$ cat src/rtl/tpfu_core.sv
// tpfu_core: temporally-programmed functional unit. It loads a burst into a register file,
// runs a stored program through a fixed-latency ALU pipe, and streams out tagged results.
// Optional: define TPFU_WRITEBACK_EN to also write each result back into the register file.
module tpfu_core #(
  parameter int DATA_W   = 16,
  parameter int ADDR_W   = 6,
  parameter int PC_W     = 4,
  parameter int PIPE_LAT = 3,
  parameter int INST_W   = 3 + 3*ADDR_W
) (
  input  logic              clk,
  input  logic              rst_n,
  input  logic [DATA_W-1:0] din,
  input  logic              din_valid,
  output logic              din_ready,
  input  logic              prog_we,
  input  logic [PC_W-1:0]   prog_addr,
  input  logic [INST_W-1:0] prog_data,
  input  logic [PC_W:0]     num_inst,
  output logic [DATA_W-1:0] dout,
  output logic [ADDR_W-1:0] dout_dst,
  output logic              dout_v,
  output logic              busy,
  output logic              done,
  output logic              ovf
);

  typedef enum logic [1:0] {LOAD, EXEC, DRAIN} state_t;

  localparam int REGS = 2**ADDR_W;
  localparam int CNT_W = (PIPE_LAT > 1) ? $clog2(PIPE_LAT) : 1;
  localparam logic [PC_W:0] MAX_INST = (PC_W+1)'(2**PC_W);

  logic [DATA_W-1:0] regfile [REGS];
  logic [INST_W-1:0] imem [2**PC_W];

  state_t            state;
  logic [ADDR_W:0]   wr_cnt;
  logic [PC_W:0]     pc;
  logic [PC_W:0]     n_inst;
  logic [PC_W:0]     num_clamped;
  logic [CNT_W-1:0]  drain_cnt;

  logic [INST_W-1:0] inst;
  logic [2:0]        op;
  logic [ADDR_W-1:0] dst;
  logic [ADDR_W-1:0] src1;
  logic [ADDR_W-1:0] src2;
  logic [DATA_W-1:0] a;
  logic [DATA_W-1:0] b;
  logic [DATA_W-1:0] imm;
  logic [DATA_W-1:0] alu;
  logic              res_v;

  logic              p_v [PIPE_LAT];
  logic [DATA_W-1:0] p_d [PIPE_LAT];
  logic [ADDR_W-1:0] p_t [PIPE_LAT];

  assign num_clamped = (num_inst > MAX_INST) ? MAX_INST : num_inst;
  assign inst = imem[pc[PC_W-1:0]];
  assign {op, dst, src1, src2} = inst;
  assign a = regfile[src1];
  assign b = regfile[src2];
  assign imm = DATA_W'(src2);
  assign res_v = (state == EXEC) && (op != 3'b000);

  always_comb begin
    alu = '0;
    case (op)
      3'b001:  alu = a + b;
      3'b010:  alu = a - b;
      3'b011:  alu = a * b;
      3'b100:  alu = a;
      3'b101:  alu = a + imm;
      3'b110:  alu = a - imm;
      3'b111:  alu = a * imm;
      default: alu = '0;
    endcase
  end

  // Storage is deliberately not reset so data and program survive an aborted run.
  always_ff @(posedge clk) begin
    if (state == LOAD && din_valid && !wr_cnt[ADDR_W])
      regfile[wr_cnt[ADDR_W-1:0]] <= din;
`ifdef TPFU_WRITEBACK_EN
    else if (p_v[PIPE_LAT-1])
      regfile[p_t[PIPE_LAT-1]] <= p_d[PIPE_LAT-1];
`endif
    if (state == LOAD && prog_we)
      imem[prog_addr] <= prog_data;
  end

  // Data and tag only advance with a valid result, so the last stage holds its value over bubbles.
  always_ff @(posedge clk or negedge rst_n) begin
    if (!rst_n) begin
      for (int i = 0; i < PIPE_LAT; i++) begin
        p_v[i] <= 1'b0;
        p_d[i] <= '0;
        p_t[i] <= '0;
      end
    end else begin
      p_v[0] <= res_v;
      if (res_v) begin
        p_d[0] <= alu;
        p_t[0] <= dst;
      end
      for (int i = 1; i < PIPE_LAT; i++) begin
        p_v[i] <= p_v[i-1];
        if (p_v[i-1]) begin
          p_d[i] <= p_d[i-1];
          p_t[i] <= p_t[i-1];
        end
      end
    end
  end

  assign dout     = p_d[PIPE_LAT-1];
  assign dout_dst = p_t[PIPE_LAT-1];
  assign dout_v   = p_v[PIPE_LAT-1];

  // DRAIN always lasts PIPE_LAT cycles; done marks its final cycle, when the last result leaves.
  always_ff @(posedge clk or negedge rst_n) begin
    if (!rst_n) begin
      state     <= LOAD;
      wr_cnt    <= '0;
      pc        <= '0;
      n_inst    <= '0;
      drain_cnt <= '0;
      ovf       <= 1'b0;
      busy      <= 1'b0;
      done      <= 1'b0;
      din_ready <= 1'b1;
    end else begin
      done <= 1'b0;
      case (state)
        LOAD: begin
          if (din_valid) begin
            if (wr_cnt[ADDR_W])
              ovf <= 1'b1;
            else
              wr_cnt <= wr_cnt + (ADDR_W+1)'(1);
          end else if (wr_cnt != '0) begin
            wr_cnt    <= '0;
            pc        <= '0;
            n_inst    <= num_clamped;
            busy      <= 1'b1;
            din_ready <= 1'b0;
            if (num_clamped == '0) begin
              state     <= DRAIN;
              drain_cnt <= CNT_W'(PIPE_LAT-1);
              done      <= (PIPE_LAT == 1);
            end else begin
              state <= EXEC;
            end
          end
        end
        EXEC: begin
          pc <= pc + (PC_W+1)'(1);
          if (pc == n_inst - (PC_W+1)'(1)) begin
            state     <= DRAIN;
            drain_cnt <= CNT_W'(PIPE_LAT-1);
            done      <= (PIPE_LAT == 1);
          end
        end
        DRAIN: begin
          if (drain_cnt == '0) begin
            state     <= LOAD;
            busy      <= 1'b0;
            din_ready <= 1'b1;
          end else begin
            drain_cnt <= drain_cnt - CNT_W'(1);
            done      <= (drain_cnt == CNT_W'(1));
          end
        end
        default: state <= LOAD;
      endcase
    end
  end

endmodule

$ cat config.mk
export PLATFORM = sky130hd
export DESIGN_NAME = tpfu_core
export DESIGN_NICKNAME = d
export VERILOG_FILES = /design/src/rtl/tpfu_core.sv
export SDC_FILE = /design/constraint.sdc
export NUM_CORES = 2
export LEC_CHECK = 0
export BUFFER_PORTS_ARGS = -buffer_cell sky130_fd_sc_hd__buf_4
export CAP_MARGIN = 20
export CELL_PAD_IN_SITES_DETAIL_PLACEMENT = 0
export CELL_PAD_IN_SITES_GLOBAL_PLACEMENT = 1
export CORE_AREA = 2 2 342 378
export CTS_CLUSTER_DIAMETER = 80
export DETAILED_ROUTE_END_ITERATION = 12
export DIE_AREA = 0 0 344 380
export PLACE_DENSITY = 0.85
export RECOVER_POWER = 50
export SKIP_LAST_GASP = 1
export SLEW_MARGIN = 30
export SYNTH_ARGS = -nofsm -noshare
export SYNTH_HDL_FRONTEND = slang
export SYNTH_SLANG_ARGS = --single-unit
$ cat constraint.sdc
create_clock -name clk -period 22.5 [get_ports clk]
set_clock_uncertainty 0.15 [all_clocks]
set_input_delay 3.375 -clock clk [delete_from_list [all_inputs] [get_ports clk]]
set_output_delay 3.375 -clock clk [all_outputs]
set_load 0.05 [all_outputs]
==> results.yml <==
die:
  rows: 137
  initial_core_utilization_pct: 58.9
  coreArea_mm2: 0.127
  floorplan.die_area_mm2: 0.131
  num_io_pins: 77
  dieHeight_um: 380
  floorplan.die.width_um: 344
setup_path:
  ff2ff_path_depth: 32
  critical_path.startpoint_type: "register"
  critical_path.reg2reg.startpoint: "pc[1]"
  arrival_ns: 13.17
  critical_path.max_fanout: 93
  setup.reg_to_reg.worst_slack_ns: 9.86
  worst_path_max_delay_cell: "mux4_4"
  most_frequent_cp_cell: "fa_1"
  cpPeakStageDelay_ns: 1.03
  critical_path_buf_inv_count: 7
  worst_ep_required_time_ns: 23.03
  critPathTopFamily: "adder cells"
  critPathCaptureType: "register"
  crit-reg2reg-capture: "p_d[47]"
  crit_type: "reg -> reg"
hold_path:
  holdCritPathClass: "reg -> reg"
  holdPathStages: 2
  hold_path_startpoint: "p_d[32]"
  min_delay_worst_endpoint: "p_d[32]"
global_route:
  first_pass_grt_wire_length_um: 353000
  grt_util_met1_pct: 50.1
  m2_gr_usage_pct: 54.0
  global_route.peak_usage_layer: "met2"
  grt_max_degree: 122
  grt_antenna_before_repair: 19
  grt_usage_pct: 38.2
  grt_pass1_vias: 49485
  global_route.overflow_total: 0
  grt.met3_usage_pct: 14.1
yosys:
  async_flop_share_pct: 6.46
  syn-mean-instance-area_um2: 14.6
  post_syn_nets: 5382
  portion_of_the_post_synthesis_area_used_by_sequential_elements_pct: 57.9
  synth_flop_cell: "edfxtp_1"
  yosysWarnings: 0
  yosys_register_bits: 1454
  yosysUniqueCellTypes: 113
  synth_edf_count: 1360
  synth_area_mm2: 0.0745
  instance_count_of_the_mapped_netlist: 5111
route:
  vias: 51101
  drt_pre_antenna_iters: 10
  drt.antenna.violating_nets: 0
  drt_wl_total_um: 248000
  drc_errors: 0
  drt_iter0_markers: 9181
  routed_via_density: 7.36
  average_wire_per_standard_cell_um: 35.8
sta:
  timing.fmax_ghz: 0.0791
  setup_tns_ns: 0
  final.min_clock_period_ns: 12.64
  min_period_over_period_pct: 56.2
  tightestPinTransition_ns: 3.73
  slew-limit-headroom_pct: -149
  fin_hold_ws_ns: 0.339
  count_of_endpoints_failing_setup_in_the_final_report: 0
  timing.final.max_slew_violations: 1137
  rsz0062_at_grt: "no"
  hold_viol_final: 0
cts:
  clock_tree.buffer_depth: 3
  cts_num_sinks: 1454
  cts_tree: "done"
  number_of_gates_resized_after_cts: 0
  cts-hold-fix-buffers: 0
  clk_transition_reported_paths_ns: 0.06
  cts_max_level: 4
  cts_buffers: 147
  cts_post_setup_buffers_inserted: 0
  cts-root-buf: "clkbuf_16"
  clock_latency_ns: 0.84
placement:
  io_buffers: 76
  dp_hpwl_um: 152000
  finalWeightedCongestion: 1.01
cells_and_area:
  area.sequential_mm2: 0.0432
  fill_cells: 9023
  final_net_count: 5419
  area_delta_synth_final_pct: 9.17
  multi_input_gate_area_in_the_final_layout_mm2: 0.0286
  share_of_layout_cells_above_drive_strength_1_pct: 19.6
run_status:
  violations: "max-capacitance violations, max-slew violations"
  run_status: "finished, violations left"
run:
  cap_viol_max_count: 18
==> cell usage after synthesis, drive strengths merged (16+ instances only) <==
library cell,number,area (um2)
edfxtp,1360,40800
nand2,639,2400
mux4,421,9680
buf,234,1770
nor2,231,893
inv,210,788
nand3,147,746
o21ai,140,701
clkbuf,139,536
a21oi,135,679
fa,126,2520
mux2i,120,1240
and3,119,744
mux2,106,1190
a211oi,105,803
a22oi,104,781
ha,95,1190
dfrtp,93,2330
a31oi,61,382
xnor2,58,523
a32oi,37,350
and2,31,194
nor3,24,120
a221oi,23,208
nand4,23,150
o22ai,23,156
nand2b,22,145
xor2,21,184
nor2b,20,133
o211ai,17,133
a22o,16,140
==> cell families after synthesis <==
logic type	after synthesis	share of synthesized area (%)
muxes	647	16.3
AOI/OAI and AO/OA	814	7.64
xor gates and xnor gates	85	1.13
buffers and inverters	586	4.17
adders and majority gates	221	4.98
DFF	1454	57.9
and+or+nand+nor	1304	7.89
==> cells in the final DEF, fill, tap and decap left out, drive strengths merged, types with 58 or more instances in the layout <==
cell    count
a31oi      61
mux2      106
a22oi     104
nand2     639
nor2      231
ha         95
inv       218
edfxtp   1360
a211oi    105
a21oi     135
and3      119
mux2i     120
clkbuf    224
mux4      421
o21ai     140
xnor2      58
buf       218
clkinv     58
nand3     147
dfrtp      93
fa        126
==> sequential cells by signal (all words and copies together) (netlist names) <==
register   count
p_d           32
dout_v         1
p_t           12
p_v            2
dout          16
din_ready      1
regfile     1024
state          2
done           1
wr_cnt         7
dout_dst       6
busy           1
imem         336
ovf            1
drain_cnt      2
n_inst         5
pc             5
==> worst max-delay path by stage <==
stage / cells after the start / from / end / slack (ns)
6_report: 32 / pc[1] / p_d[47] / 9.86
5_1_grt: 38 / pc[2] / p_d[47] / 9.40
4_1_cts: 39 / pc[2] / p_d[47] / 10.18
3_5_place_dp: 39 / pc[2] / p_d[47] / 10.22
3_3_place_gp: 39 / pc[2] / p_d[47] / 10.32
2_1_floorplan: 45 / pc[1] / p_d[47] / 13.21
==> routing by layer <==
metal | vias to the layer above | routed length [um]
li1 | 19938 | -
met1 | 25595 | 83700
met2 | 4469 | 107000
met3 | 1083 | 38400
met4 | 16 | 19600
met5 | - | 92
==> per-stage QoR <==
stage / setup slack, ns / util (%) / instances / cell area (um2)
after global placement: 10.32 / 60.6 / 6665 / 76700
after global routing: 9.40 / 64.3 / 6930 / 81400
after CTS: 10.18 / 64.4 / 6928 / 81500
final: 9.86 / 64.3 / 6939 / 81400
after detailed placement: 10.22 / 60.6 / 6666 / 76700
after floorplan: 13.21 / - / 5111 / 74500
==> cell type report <==
class                      count  area share (%)
antenna                       10          0.0308
clock buffer                 181            4.77
clock inverter                81            1.08
inverter                     213           0.990
multi-input combinational   3071            35.1
sequential                  1454            53.1
tap                         1668            2.56
timing repair buffer         261            2.34
==> tightest hold or removal path, stage by stage (launching register included) <==
cell	delay, ns
dfrtp_1	0.35
nand2_1	0.05
o21ai_0	0.06
Power is left out: the tool's default activity adds up to more than one toggle a clock period on the data nets, which glitch-free logic cannot reach.
